### config.mk
export PLATFORM = sky130hd
export DESIGN_NAME = load_store_unit
export DESIGN_NICKNAME = d
export VERILOG_FILES = /design/src/rtl/lsu_pkg.sv /design/src/rtl/lsu_align.sv /design/src/rtl/load_store_unit.sv
export SDC_FILE = /design/constraint.sdc
export NUM_CORES = 1
export LEC_CHECK = 0
export CAP_MARGIN = 40
export CORE_UTILIZATION = 48
export DETAILED_ROUTE_END_ITERATION = 8
export PLACE_DENSITY = 0.81
export SLEW_MARGIN = 20
export SYNTH_ARGS = -nofsm -noshare
export SYNTH_HDL_FRONTEND = slang
export SYNTH_SLANG_ARGS = --single-unit
### constraint.sdc
create_clock -name clk -period 2.85 [get_ports clk]
set_input_delay 0.4275 -clock clk [delete_from_list [all_inputs] [get_ports clk]]
set_output_delay 0.4275 -clock clk [all_outputs]
set_load 0.03 [all_outputs]
### src/rtl/lsu_pkg.sv
// Shared encodings for the load/store unit: funct3 codes, FSM states and
// request legality helpers used when a request is accepted.
package lsu_pkg;

  localparam logic [2:0] LB  = 3'b000;
  localparam logic [2:0] LH  = 3'b001;
  localparam logic [2:0] LW  = 3'b010;
  localparam logic [2:0] LBU = 3'b100;
  localparam logic [2:0] LHU = 3'b101;
  localparam logic [2:0] SB  = 3'b000;
  localparam logic [2:0] SH  = 3'b001;
  localparam logic [2:0] SW  = 3'b010;

  typedef enum logic [1:0] {
    IDLE,
    ACCESS,
    WRITE,
    RESP
  } lsu_state_e;

  function automatic logic funct3_illegal(input logic we, input logic [2:0] funct3);
    if (we) begin
      return !(funct3 == SB || funct3 == SH || funct3 == SW);
    end
    return (funct3 == 3'b011) || (funct3 == 3'b110) || (funct3 == 3'b111);
  endfunction

  // funct3[1:0] is the access size for every legal code: 00 byte, 01 half, 10 word.
  function automatic logic misaligned(input logic [2:0] funct3, input logic [1:0] offset);
    case (funct3[1:0])
      2'b01:   return offset[0];
      2'b10:   return offset != 2'b00;
      default: return 1'b0;
    endcase
  endfunction

endpackage

### src/rtl/lsu_align.sv
// Combinational byte-lane steering: extracts and extends load data from a
// memory word, and merges a sub-word store into the old memory word.
module lsu_align
  import lsu_pkg::*;
(
  input  logic [31:0] load_word,
  input  logic [31:0] old_word,
  input  logic [31:0] wdata,
  input  logic [1:0]  offset,
  input  logic [2:0]  funct3,
  output logic [31:0] load_data,
  output logic [31:0] merged_word
);

  logic signed [7:0]  lane_b;
  logic signed [15:0] lane_h;

  always_comb begin
    lane_b    = load_word[{offset, 3'b000} +: 8];
    lane_h    = load_word[{offset[1], 4'b0000} +: 16];
    load_data = load_word;
    case (funct3)
      LB:      load_data = {{24{lane_b[7]}}, lane_b};
      LH:      load_data = {{16{lane_h[15]}}, lane_h};
      LBU:     load_data = {24'h000000, lane_b};
      LHU:     load_data = {16'h0000, lane_h};
      default: load_data = load_word;
    endcase
  end

  // Store funct3 codes only; SW replaces the whole word.
  always_comb begin
    merged_word = old_word;
    case (funct3)
      SB:      merged_word[{offset, 3'b000} +: 8] = wdata[7:0];
      SH:      merged_word[{offset[1], 4'b0000} +: 16] = wdata[15:0];
      default: merged_word = wdata;
    endcase
  end

endmodule

### src/rtl/load_store_unit.sv
// Non-pipelined RISC-V load/store unit in front of a word-wide data_memory.
// Optional performance counters are enabled with `define LSU_PERF_CNT_EN.
module load_store_unit
  import lsu_pkg::*;
#(
  parameter int ENTRY_COUNT = 1024,
  parameter int ADDR_WIDTH  = 32
) (
  input  logic                  clk,
  input  logic                  rst_n,
  input  logic                  req_valid,
  output logic                  req_ready,
  input  logic                  req_we,
  input  logic [2:0]            req_funct3,
  input  logic [ADDR_WIDTH-1:0] req_addr,
  input  logic [31:0]           req_wdata,
  output logic                  rsp_valid,
  output logic [31:0]           rsp_rdata,
  output logic                  rsp_err,
  output logic [ADDR_WIDTH-1:0] mem_readAddr,
  output logic [ADDR_WIDTH-1:0] mem_writeAddr,
  output logic [31:0]           mem_writeData,
  output logic                  mem_writeEn,
  input  logic [31:0]           mem_readData
`ifdef LSU_PERF_CNT_EN
  ,
  output logic [31:0]           perf_loads,
  output logic [31:0]           perf_stores,
  output logic [31:0]           perf_errors
`endif
);

  localparam logic [ADDR_WIDTH-1:0] ENTRY_LIMIT = ADDR_WIDTH'(ENTRY_COUNT);

  lsu_state_e              state, state_next;
  logic                    accept;
  logic                    req_err;
  logic                    we_q;
  logic [2:0]              funct3_q;
  logic [1:0]              offset_q;
  logic [31:0]             wdata_q;
  logic [ADDR_WIDTH-3:0]   index_q;
  logic [31:0]             merged_q;
  logic [31:0]             load_data;
  logic [31:0]             merged_word;

  assign req_ready = rst_n && (state == IDLE);
  assign accept    = req_valid && req_ready;
  assign rsp_valid = (state == RESP);

  assign req_err = funct3_illegal(req_we, req_funct3)
                || misaligned(req_funct3, req_addr[1:0])
                || ({2'b00, req_addr[ADDR_WIDTH-1:2]} >= ENTRY_LIMIT);

  assign mem_readAddr  = {2'b00, index_q};
  assign mem_writeAddr = mem_readAddr;

  lsu_align u_align (
    .load_word   (mem_readData),
    .old_word    (mem_readData),
    .wdata       (wdata_q),
    .offset      (offset_q),
    .funct3      (funct3_q),
    .load_data   (load_data),
    .merged_word (merged_word)
  );

  always_comb begin
    state_next    = state;
    mem_writeEn   = 1'b0;
    mem_writeData = 32'h0;
    case (state)
      IDLE: begin
        if (accept) state_next = req_err ? RESP : ACCESS;
      end
      ACCESS: begin
        if (we_q && funct3_q != SW) begin
          state_next = WRITE;
        end else begin
          state_next = RESP;
          if (we_q) begin
            mem_writeEn   = 1'b1;
            mem_writeData = wdata_q;
          end
        end
      end
      WRITE: begin
        state_next    = RESP;
        mem_writeEn   = 1'b1;
        mem_writeData = merged_q;
      end
      RESP:    state_next = IDLE;
      default: state_next = IDLE;
    endcase
  end

  // Accept / ACCESS stage registers
  always_ff @(posedge clk or negedge rst_n) begin
    if (!rst_n) begin
      state     <= IDLE;
      we_q      <= 1'b0;
      funct3_q  <= 3'b000;
      offset_q  <= 2'b00;
      wdata_q   <= 32'h0;
      index_q   <= '0;
      merged_q  <= 32'h0;
      rsp_rdata <= 32'h0;
      rsp_err   <= 1'b0;
    end else begin
      state <= state_next;
      if (accept) begin
        we_q      <= req_we;
        funct3_q  <= req_funct3;
        offset_q  <= req_addr[1:0];
        wdata_q   <= req_wdata;
        index_q   <= req_addr[ADDR_WIDTH-1:2];
        rsp_err   <= req_err;
        rsp_rdata <= 32'h0;
      end
      if (state == ACCESS) begin
        merged_q <= merged_word;
        if (!we_q) rsp_rdata <= load_data;
      end
    end
  end

`ifdef LSU_PERF_CNT_EN
  always_ff @(posedge clk or negedge rst_n) begin
    if (!rst_n) begin
      perf_loads  <= 32'h0;
      perf_stores <= 32'h0;
      perf_errors <= 32'h0;
    end else if (state == RESP) begin
      if (rsp_err)   perf_errors <= perf_errors + 32'd1;
      else if (we_q) perf_stores <= perf_stores + 32'd1;
      else           perf_loads  <= perf_loads + 32'd1;
    end
  end
`endif

endmodule
==> flow_summary.ini <==
[place]
place_area_sq_um = 10190
place.detailed.hpwl_mm = 16.65
io_buffers = 230
placedCellCount = 1127
gp_congestion = 0.9309

[die]
start_util = 0.4981
rows = 45
floorplan.die.width_microns = 128.5
area_of_the_die_sq_um = 16520
core_area_sq_um = 15430
io_pins = 235
die_height_microns = 128.5

[clock_tree]
cts_buffer_depth = 2
cts_sinks = 135
root_buffer = sky130_fd_sc_hd__clkbuf_16
insertion_delay_ns = 0.42
cts_post_setup_buffers_inserted = 0
clk_pin_slew_ns = 0.06
tritoncts = built
cts_buffers = 17
h-tree-depth = 4

[finish]
post-route-cell-area_sq_um = 10880
layout-drive-gt1-share = 0.1876
layout.cells.most_common = sky130_fd_sc_hd__clkdlybuf4s50_1
insertedDiodeCount = 0
instances_no_fill = 1160
area.growth.synth_to_final_pct = 41.60
fillCellCount = 1132
final_net_count = 1053
multiInputGateArea_sq_um = 3706
area.sequential_sq_um = 3378
commonest_non_fill_non_tap_cells_in_the_layout = 196 x sky130_fd_sc_hd__clkdlybuf4s50_1, 135 x sky130_fd_sc_hd__dfrtp_1, 74 x sky130_fd_sc_hd__mux2_2, 57 x sky130_fd_sc_hd__a21oi_1, 51 x sky130_fd_sc_hd__nand2_1

[synth]
yosys.area_share.xor_xnor = 0
synth_compound_gate_area_share = 0.1908
synth_simple_gate_area_frac = 0.1275
synth.avg_cell_area_sq_um = 10.14
postSynthRegisterBits = 135
synth.yosys.warnings = 0
synth_cell_types = 49
synth_top_family_by_area = compound AO/OA/AOI/OAI gates
syn_area_sq_um = 7685
synth_edf_count = 0
post_synth_inst_count = 758
synth_top_flop_cell = sky130_fd_sc_hd__dfrtp_1
seq_area_frac_synth = 0.4396
share_of_synthesized_area_spent_on_multiplexers = 0.1350
synthArstFlopShare = 1.000
synth_fa_ha_area_frac = 0.02279

[global_route]
globalRouteOverflowTotal = 0
grt_max_degree = 129
grt_util_all_layers = 0.2910
grt_antenna_before_repair = 0
grt_pass1_wl_mm = 36.63
first_global_vias = 6682

[sta]
rsz0062_at_grt = no
final_count_of_negative_setup_slack_endpoints = 0
report.final.hold_viol_count = 0
max_transition_margin = 0.5129
finalWorstPathRequiredPeriod_ns = 2.752
max_clock_freq_ghz = 0.3634
pin_slew_with_the_least_headroom_to_its_limit_ns = 0.7292
totalNegativeSetupSlack_ns = 0
timing_max_transition_violations_final = 0
clock-skew-final_ns = 0.008887
layout_worst_path_cycle_share = 0.9656

[setup_path]
criticalPathCategory = reg2out
critical_path.max_fanout = 33
crit_path_cell_trace = inv_1, ha_2, and4bb_2, and2_1, buf_12, a22oi_1, nor2b_1, buf_12
worst_path_max_delay_cell = sky130_fd_sc_hd__dfrtp_1
crit_top_cell = sky130_fd_sc_hd__buf_12
crit_path_start_kind = flip-flop
critical_path.n_buffers_inverters = 3
cp_slowest_stage_delay_ns = 0.41
crit_path_end_kind = primary output
timing.critical_path.arrival_ns = 2.32
path_delay_family = simple AND/OR/NAND/NOR gates
cp_data_required_time_ns = 2.42

[status]
result_of_the_run = complete, no violations

[power]
p_leak_nw = 4.406
total_power_divided_by_cell_area_nw_per_um2 = 1331
irDropWorstVdd_mv = 1.027

[routing]
drt.antenna.violating_nets = 0
detailed_routing_iteration_count_for_the_pre_antenna_repair_pass = 5
drt-total-wl_mm = 23.63
detail_route.wl_per_cell_microns = 20.37
via_per_inst = 5.865
post_route_drc = 0
via_count = 6803
detailedRoute.firstIterationViolations = 552

[worst_hold_path]
hp-class = in2async

[run]
cap_viol_max_count = 0
where the power goes:
part / total, mW / switching, mW / internal [mW]
clock network: 2.48 / 0.850 / 1.63
logic: 8.22 / 4.57 / 3.65
registers: 3.79 / 0.868 / 2.92
total: 14.5 / 6.29 / 8.20
state kept, by name, summed over array words and instances (netlist names):
| signal | cells |
|---|---|
| wdata_q | 32 |
| merged_q | 32 |
| index_q | 30 |
| offset_q | 2 |
| rsp_err | 1 |
| rsp_rdata | 32 |
| state | 2 |
| funct3_q | 3 |
| we_q | 1 |
cells by family after synthesis:
kind of cell | after synthesis
flops | 135
other cells | 1
mux | 94
buf+inv | 116
simple gates | 177
compound gates | 221
fa+ha+maj | 14
synth_stat cells, types with 5 or more instances:
cell,n,area share
sky130_fd_sc_hd__inv_1,18,0.0088
sky130_fd_sc_hd__mux2i_1,19,0.025
sky130_fd_sc_hd__nor3b_1,7,0.0068
sky130_fd_sc_hd__o21ai_1,5,0.0033
sky130_fd_sc_hd__nand4_1,9,0.0073
sky130_fd_sc_hd__o21a_1,9,0.0088
sky130_fd_sc_hd__ha_1,14,0.023
sky130_fd_sc_hd__nand3_1,11,0.0072
sky130_fd_sc_hd__nor4_1,7,0.0057
sky130_fd_sc_hd__a211o_1,8,0.0091
sky130_fd_sc_hd__a22o_1,14,0.016
sky130_fd_sc_hd__nand3b_1,7,0.0068
sky130_fd_sc_hd__nor2b_1,38,0.031
sky130_fd_sc_hd__nand2_1,51,0.025
sky130_fd_sc_hd__dfrtp_1,135,0.44
sky130_fd_sc_hd__o21ai_0,32,0.021
sky130_fd_sc_hd__buf_1,12,0.0059
sky130_fd_sc_hd__o31ai_1,7,0.0068
sky130_fd_sc_hd__buf_4,39,0.038
sky130_fd_sc_hd__buf_6,5,0.0073
sky130_fd_sc_hd__a31oi_1,16,0.013
sky130_fd_sc_hd__or3_1,7,0.0057
sky130_fd_sc_hd__mux2_2,74,0.11
sky130_fd_sc_hd__a22oi_1,42,0.041
sky130_fd_sc_hd__nor2_1,20,0.0098
sky130_fd_sc_hd__clkbuf_1,21,0.010
sky130_fd_sc_hd__o2111ai_1,8,0.0091
sky130_fd_sc_hd__buf_2,20,0.013
sky130_fd_sc_hd__a221oi_1,15,0.017
sky130_fd_sc_hd__a21oi_1,57,0.037
path summary, 6_finish.rpt:
| path | startpoint | endpoint | slack, ns | depth (start not counted) |
|---|---|---|---|---|
| worst max-delay path | state[1] | mem_writeData[4] | 0.1 | 8 |
| worst min-delay path | rst_n | index_q[26] | 0.45 | 2 |
| worst max register to register | offset_q[0] | merged_q[31] | 0.49 | 7 |
| worst min register to register | merged_q[13] | merged_q[13] | 0.48 | 1 |
| max in group asynchronous | rst_n | rsp_rdata[26] | 1.48 | 3 |
| min in group clk | merged_q[13] | merged_q[13] | 0.48 | 1 |
what timing repair did:
action	4_1_cts	5_1_grt
hold endpoints to repair	7	0
hold buffers	1	0
resized for setup	0	6
setup endpoints to repair	0	6
through the flow:
stage / hold slack [ns] / setup slack (ns) / power [mW] / util
finish: 0.4497 / 0.09804 / 14.49 / 0.7054
global route: 0.4568 / 0.001194 / 15.23 / 0.7054
CTS: 0.4310 / 0.04051 / 14.46 / 0.7044
detailed placement: 0.2569 / 0.4982 / 11.91 / 0.6606
global placement: 0.2577 / 0.5867 / 11.72 / 0.6601
floorplan: 0.1319 / 0.5846 / 9.022 / -
routing by layer:
layer | up-vias | track usage | part of all wire
met5 | - | 0 | 0
met4 | 0 | 0.1066 | 0.022
met3 | 40 | 0.07775 | 0.088
met2 | 333 | 0.4731 | 0.48
met1 | 3340 | 0.3734 | 0.40
li1 | 3090 | - | -
final cells by class:
cell class | instances | area share
clock inverters | 10 | 0.01759
well taps | 211 | 0.02426
inverters | 19 | 0.006554
repair buffers | 253 | 0.2570
clock buffers | 22 | 0.04358
flip-flops and latches | 135 | 0.3105
multi-input cells | 510 | 0.3406
Note: power is estimated with default switching activity, not from simulation.
